## src/rtl/load_store_unit_pkg.sv

```systemverilog
// Shared RV32I constants for the memory stage: opcodes, func3 codes,
// LSU state encoding and response cause codes.
package load_store_unit_pkg;

  localparam logic [6:0] OP_L = 7'b0000011;
  localparam logic [6:0] OP_S = 7'b0100011;

  localparam logic [2:0] LB_func3  = 3'b000;
  localparam logic [2:0] LH_func3  = 3'b001;
  localparam logic [2:0] LW_func3  = 3'b010;
  localparam logic [2:0] LBU_func3 = 3'b100;
  localparam logic [2:0] LHU_func3 = 3'b101;
  localparam logic [2:0] SB_func3  = 3'b000;
  localparam logic [2:0] SH_func3  = 3'b001;
  localparam logic [2:0] SW_func3  = 3'b010;

  typedef enum logic [1:0] {
    IDLE = 2'd0,
    REQ  = 2'd1,
    WAIT = 2'd2,
    RESP = 2'd3
  } lsu_state_e;

  typedef enum logic [1:0] {
    CAUSE_NONE     = 2'd0,
    CAUSE_MISALIGN = 2'd1,
    CAUSE_ILLEGAL  = 2'd2,
    CAUSE_BUSERR   = 2'd3
  } lsu_cause_e;

  // Illegal width takes priority over misalignment.
  function automatic lsu_cause_e check_access(input logic is_store,
                                              input logic [2:0] f3,
                                              input logic [1:0] lo);
    logic ill;
    logic mis;
    if (is_store) ill = f3[2] | (f3[1:0] == 2'b11);
    else          ill = (f3 == 3'b011) | (f3 == 3'b110) | (f3 == 3'b111);
    mis = ((f3[1:0] == 2'b01) && lo[0]) || ((f3[1:0] == 2'b10) && (lo != 2'b00));
    if (ill)      return CAUSE_ILLEGAL;
    else if (mis) return CAUSE_MISALIGN;
    else          return CAUSE_NONE;
  endfunction

endpackage

```

## src/rtl/load_store_unit_align.sv

```systemverilog
// Byte-lane steering: store replication/strobes and load extraction/extension.
module lsu_align
  import load_store_unit_pkg::*;
(
  input  logic [1:0]  st_size,
  input  logic [1:0]  st_addr_lo,
  input  logic [31:0] st_data,
  input  logic [2:0]  ld_func3,
  input  logic [1:0]  ld_addr_lo,
  input  logic [31:0] ld_rdata,
  output logic [31:0] wdata,
  output logic [3:0]  wstrb,
  output logic [31:0] ld_data
);

  logic [31:0] shifted;

  always_comb begin
    wdata = st_data;
    wstrb = 4'b1111;
    case (st_size)
      2'b00: begin
        wdata = {4{st_data[7:0]}};
        wstrb = 4'b0001 << st_addr_lo;
      end
      2'b01: begin
        wdata = {2{st_data[15:0]}};
        wstrb = 4'b0011 << st_addr_lo;
      end
      default: ;
    endcase
  end

  always_comb begin
    shifted = ld_rdata >> {ld_addr_lo, 3'b000};
    case (ld_func3)
      LB_func3:  ld_data = {{24{shifted[7]}}, shifted[7:0]};
      LH_func3:  ld_data = {{16{shifted[15]}}, shifted[15:0]};
      LBU_func3: ld_data = {24'd0, shifted[7:0]};
      LHU_func3: ld_data = {16'd0, shifted[15:0]};
      default:   ld_data = shifted;
    endcase
  end

endmodule

```

## src/rtl/load_store_unit.sv

```systemverilog
// RV32I memory stage: drives the req/gnt/rvalid data port and returns
// extended load data or an error response to writeback.
//
// state | meaning
// IDLE  | ready; accept OP_L/OP_S, pre-check width and alignment
// REQ   | dm_req held stable until dm_gnt
// WAIT  | load granted, waiting for dm_rvalid or timeout
// RESP  | one-cycle resp_valid pulse
module load_store_unit
  import load_store_unit_pkg::*;
#(
  parameter int WAIT_MAX = 16
) (
  input  logic        clk,
  input  logic        rst_n,
  input  logic        in_valid,
  output logic        in_ready,
  input  logic [6:0]  opcode,
  input  logic [2:0]  func3,
  input  logic [31:0] alu_out,
  input  logic [31:0] store_data,
  output logic        resp_valid,
  output logic [31:0] resp_data,
  output logic        resp_misalign,
  output logic        resp_illegal,
  output logic        resp_buserr,
  output logic        dm_req,
  output logic        dm_we,
  output logic [31:0] dm_addr,
  output logic [3:0]  dm_wstrb,
  output logic [31:0] dm_wdata,
  input  logic        dm_gnt,
  input  logic        dm_rvalid,
  input  logic [31:0] dm_rdata
);

  localparam int CW = (WAIT_MAX > 1) ? $clog2(WAIT_MAX) : 1;

  lsu_state_e    state;
  logic [CW-1:0] cnt;
  logic          is_store_q;
  logic [2:0]    func3_q;
  logic [1:0]    addr_lo_q;

  logic          acc_op;
  logic          is_store;
  lsu_cause_e    cause;
  logic [31:0]   fmt_wdata;
  logic [3:0]    fmt_wstrb;
  logic [31:0]   ld_data;

  assign acc_op   = (opcode == OP_L) || (opcode == OP_S);
  assign is_store = (opcode == OP_S);
  assign cause    = check_access(is_store, func3, alu_out[1:0]);
  assign in_ready = (state == IDLE);

  lsu_align u_align (
    .st_size    (func3[1:0]),
    .st_addr_lo (alu_out[1:0]),
    .st_data    (store_data),
    .ld_func3   (func3_q),
    .ld_addr_lo (addr_lo_q),
    .ld_rdata   (dm_rdata),
    .wdata      (fmt_wdata),
    .wstrb      (fmt_wstrb),
    .ld_data    (ld_data)
  );

  always_ff @(posedge clk or negedge rst_n) begin
    if (!rst_n) begin
      state         <= IDLE;
      cnt           <= '0;
      is_store_q    <= 1'b0;
      func3_q       <= '0;
      addr_lo_q     <= '0;
      resp_valid    <= 1'b0;
      resp_data     <= '0;
      resp_misalign <= 1'b0;
      resp_illegal  <= 1'b0;
      resp_buserr   <= 1'b0;
      dm_req        <= 1'b0;
      dm_we         <= 1'b0;
      dm_addr       <= '0;
      dm_wstrb      <= '0;
      dm_wdata      <= '0;
    end else begin
      // Response outputs are pulses; they only carry content in RESP.
      resp_valid    <= 1'b0;
      resp_data     <= '0;
      resp_misalign <= 1'b0;
      resp_illegal  <= 1'b0;
      resp_buserr   <= 1'b0;
      case (state)
        IDLE: begin
          if (in_valid && acc_op) begin
            if (cause != CAUSE_NONE) begin
              state         <= RESP;
              resp_valid    <= 1'b1;
              resp_illegal  <= (cause == CAUSE_ILLEGAL);
              resp_misalign <= (cause == CAUSE_MISALIGN);
            end else begin
              state      <= REQ;
              is_store_q <= is_store;
              func3_q    <= func3;
              addr_lo_q  <= alu_out[1:0];
              dm_req     <= 1'b1;
              dm_we      <= is_store;
              dm_addr    <= {alu_out[31:2], 2'b00};
              dm_wdata   <= is_store ? fmt_wdata : '0;
              dm_wstrb   <= is_store ? fmt_wstrb : '0;
            end
          end
        end
        REQ: begin
          if (dm_gnt) begin
            dm_req   <= 1'b0;
            dm_we    <= 1'b0;
            dm_wstrb <= '0;
            if (is_store_q) begin
              state      <= RESP;
              resp_valid <= 1'b1;
            end else if (dm_rvalid) begin
              state      <= RESP;
              resp_valid <= 1'b1;
              resp_data  <= ld_data;
            end else begin
              state <= WAIT;
              cnt   <= '0;
            end
          end
        end
        WAIT: begin
          cnt <= cnt + 1'b1;
          // Data arriving on the last allowed cycle still wins over timeout.
          if (dm_rvalid) begin
            state      <= RESP;
            resp_valid <= 1'b1;
            resp_data  <= ld_data;
          end else if (cnt == CW'(WAIT_MAX - 1)) begin
            state       <= RESP;
            resp_valid  <= 1'b1;
            resp_buserr <= 1'b1;
          end
        end
        RESP: state <= IDLE;
        default: state <= IDLE;
      endcase
    end
  end

endmodule

```

## config.mk

```make
export PLATFORM = sky130hd
export DESIGN_NAME = load_store_unit
export DESIGN_NICKNAME = d
export VERILOG_FILES = /design/src/rtl/load_store_unit_pkg.sv /design/src/rtl/load_store_unit_align.sv /design/src/rtl/load_store_unit.sv
export SDC_FILE = /design/constraint.sdc
export NUM_CORES = 1
export LEC_CHECK = 0
export BUFFER_PORTS_ARGS = -buffer_cell sky130_fd_sc_hd__buf_2
export CAP_MARGIN = 20
export CORE_AREA = 3 3 101 123
export CTS_CLUSTER_SIZE = 20
export DETAILED_ROUTE_END_ITERATION = 8
export DIE_AREA = 0 0 104 126
export HOLD_SLACK_MARGIN = 0.02
export PLACE_DENSITY = 0.79
export SLEW_MARGIN = 15
export SYNTH_ARGS = -nofsm -noshare
export SYNTH_HDL_FRONTEND = slang
export SYNTH_SLANG_ARGS = --single-unit
```

## constraint.sdc

```tcl
create_clock -name clk -period 2.65 [get_ports clk]
set_input_delay 0.6625 -clock clk [delete_from_list [all_inputs] [get_ports clk]]
set_output_delay 0.6625 -clock clk [all_outputs]
set_load 0.02 [all_outputs]
```

==> out/summary.txt <==
outcome: complete, no violations
pwr/cell area: 746 nW/µm²
yosys warns: 0
GRT Max-Usage Layer: met2
Remaining Overflow, GRT: 0
placed cells: 837
hold crit path type: in -> async
clk_lat worst skew: 0.41 ns
Worst slew margin: 51.6%
Synth Flop Type: dfrtp_1
DRC: 0
CP Class: reg -> reg
boundary pin count: 218
routed vias/inst: 5.17
ratio of cells with drive above 1 in the final layout: 43.7%
DR iter-0 viols: 177
Slew Limit Fails: 0
initial antenna violation count: 1
Die Width: 104 µm
Max Fclk: 0.441 GHz
Longest Clk Path Bufs: 2
Hold Fails Final Rpt: 0
Die Ht: 126 µm
Required @ worst endpoint: 2.94 ns
FFs w/ async S/R, synth: 100%
CTS clk-pin slew, worst paths: 0.06 ns
most frequent cells in the layout: buf_2 (214), dfrtp_1 (116), nand2_1 (63), mux2i_1 (47), o21ai_0 (32)
Post-CTS Resized: 0
Core Area: 11400 µm²
DP Wirelength: 10900 µm
setup violators final: 0
Crit Path Max Fanout: 25
CTS Sinks: 116
RSZ-0062 raised after global routing: false
wirelength, routed: 14600 µm
#FFs+latches synth: 116
row cnt: 43
Setup Skew: 0.00721 ns
synthesized area: 5520 µm²
via count: 4496
max-cap violation count: 0
final net count: 815
Slew @ Worst Pin: 0.726 ns
period utilization: 85.6%
largest net degree at the start of global routing: 77
Leak Pwr: 0.00401 µW
CTS buffer count: 17
synthesized area per cell: 11.3 µm²
IO Port Bufs: 215
EDFF count, synth: 0
GRT met1 Usage: 25.8%
ANT cells: 0
Peak VDD IR: 0.000384 V
crit path DAT: 2.56 ns
DRT Pass-1 Iters: 4
GR Util met2: 38.8%
GR Util met3: 6.97%
Starting Density: 48.4%
Post-CTS Hold Buffers: 0
sequential-to-total area share from yosys stat: 52.6%
Die ar.: 13100 µm²
gr usage total: 22.6%
Mapped Cells: 487
crit start category: register
ANT nets after route: 0
Final Non-Filler Cells: 869
Final GP Congestion: 0.863
commonest non-fill, non-tap cell in the layout: buf_2
fin crit period: 2.27 ns
H-tree depth: 4
vias in the first global route: 4743
nature of the critical path endpoint: register
Cell variety after synth: 43
area delta synth->final: 33.0%
first-pass GRT wire length: 23500 µm
Setup Buffers After CTS: 0
setup TNS: 0 ns
wire per inst: 16.8 µm
CTS tree: built
clock root buffer: clkbuf_16
-- worst paths after layout --
kind,endpoint,slack (ns),startpoint,cells after the start
setup / recovery,dm_addr[4]$_DFFE_PN0P_,0.38,state[1]$_DFFE_PN0P_,6
hold / removal,resp_data[29]$_DFF_PN0_,0.31,rst_n,1
setup reg to reg,dm_addr[4]$_DFFE_PN0P_,0.38,state[1]$_DFFE_PN0P_,6
hold reg to reg,dm_wdata[3]$_DFFE_PN0P_,0.47,dm_wdata[3]$_DFFE_PN0P_,2
max in group asynchronous,dm_addr[26]$_DFFE_PN0P_,1.63,rst_n,2
min in group clk,dm_wdata[3]$_DFFE_PN0P_,0.47,dm_wdata[3]$_DFFE_PN0P_,2
-- cell type report --
| cell class | instances | area [µm²] |
|---|---|---|
| timing repair buffer | 230 | 1220 |
| inverter | 6 | 22.5 |
| fill | 956 | 4060 |
| tap | 157 | 196 |
| multi-input combinational | 328 | 2410 |
| sequential | 116 | 2900 |
| clock inverter | 14 | 153 |
| clock buffer | 18 | 439 |
-- worst max-delay path, stage by stage, from the launching register on --
cell     delay (ns)
dfrtp_1        0.42
inv_1          0.11
ha_1           0.35
nand4_2        0.20
or3_4          0.45
buf_4          0.27
mux2_4         0.34
-- sequential cells by signal, summed over array words and instances (netlist names) --
register	flops
resp_buserr	1
dm_we	1
dm_wstrb	4
dm_req	1
resp_data	32
resp_valid	1
cnt	4
resp_misalign	1
dm_wdata	32
is_store_q	1
dm_addr	30
addr_lo_q	2
func3_q	3
state	2
resp_illegal	1
-- cells in the mapped netlist (2+ instances only) --
library cell,number,share of area [%]
a21o_1,10,1.4
or3_1,2,0.23
nor2_1,20,1.4
nand3b_1,2,0.27
mux2i_1,47,8.5
nand3_1,4,0.36
nand2_1,63,4.3
buf_1,2,0.14
dfrtp_1,116,53
inv_1,6,0.41
mux2_4,24,6.5
clkbuf_1,20,1.4
o21ai_0,32,2.9
buf_6,3,0.61
a211oi_1,15,2.0
a21oi_1,21,1.9
o21a_1,3,0.41
or2_2,2,0.23
ha_1,5,1.1
nand2b_1,3,0.34
mux2_2,14,2.9
o31ai_1,26,3.5
buf_4,4,0.54
nor3_1,2,0.18
buf_2,9,0.82
or3b_2,2,0.32
nor3b_1,4,0.54
nor2b_1,11,1.2
-- power breakdown --
group | leakage [µW] | internal, µW | switching, µW
registers | 0.00160 | 1940 | 93.1
clock network | 0.000291 | 1420 | 838
logic | 0.00212 | 469 | 724
total | 0.00401 | 3830 | 1650
-- cell families after synthesis --
family                   Yosys count  synth area share (%)
AND/OR/NAND/NOR                  122                  10.5
buffers and inverters             44                  3.88
other                              1                0.0679
multiplexers                      85                  17.9
AO/OA/AOI/OAI                    114                  13.9
adder cells (fa/ha/maj)            5                  1.13
flip-flops                       116                  52.6
-- stage by stage --
step	area (µm²)	power (µW)	setup WS, ns	utilization (%)	hold WS [ns]
after floorplan	5520	2820	0.421	-	0.367
after CTS	7340	5530	0.373	64.4	0.328
after global routing	7340	5740	0.242	64.4	0.349
after global placement	6750	3210	0.223	59.2	0.458
final	7340	5480	0.383	64.4	0.305
after detailed placement	6750	3250	0.165	59.2	0.464
-- per-layer routing --
layer / vias up / part of all wire [%]
li1: 2139 / -
met1: 2122 / 39
met2: 198 / 51
met3: 35 / 7.6
met4: 2 / 2.9
met5: - / 0.076
No activity file was read; power rests on OpenSTA's default activity.
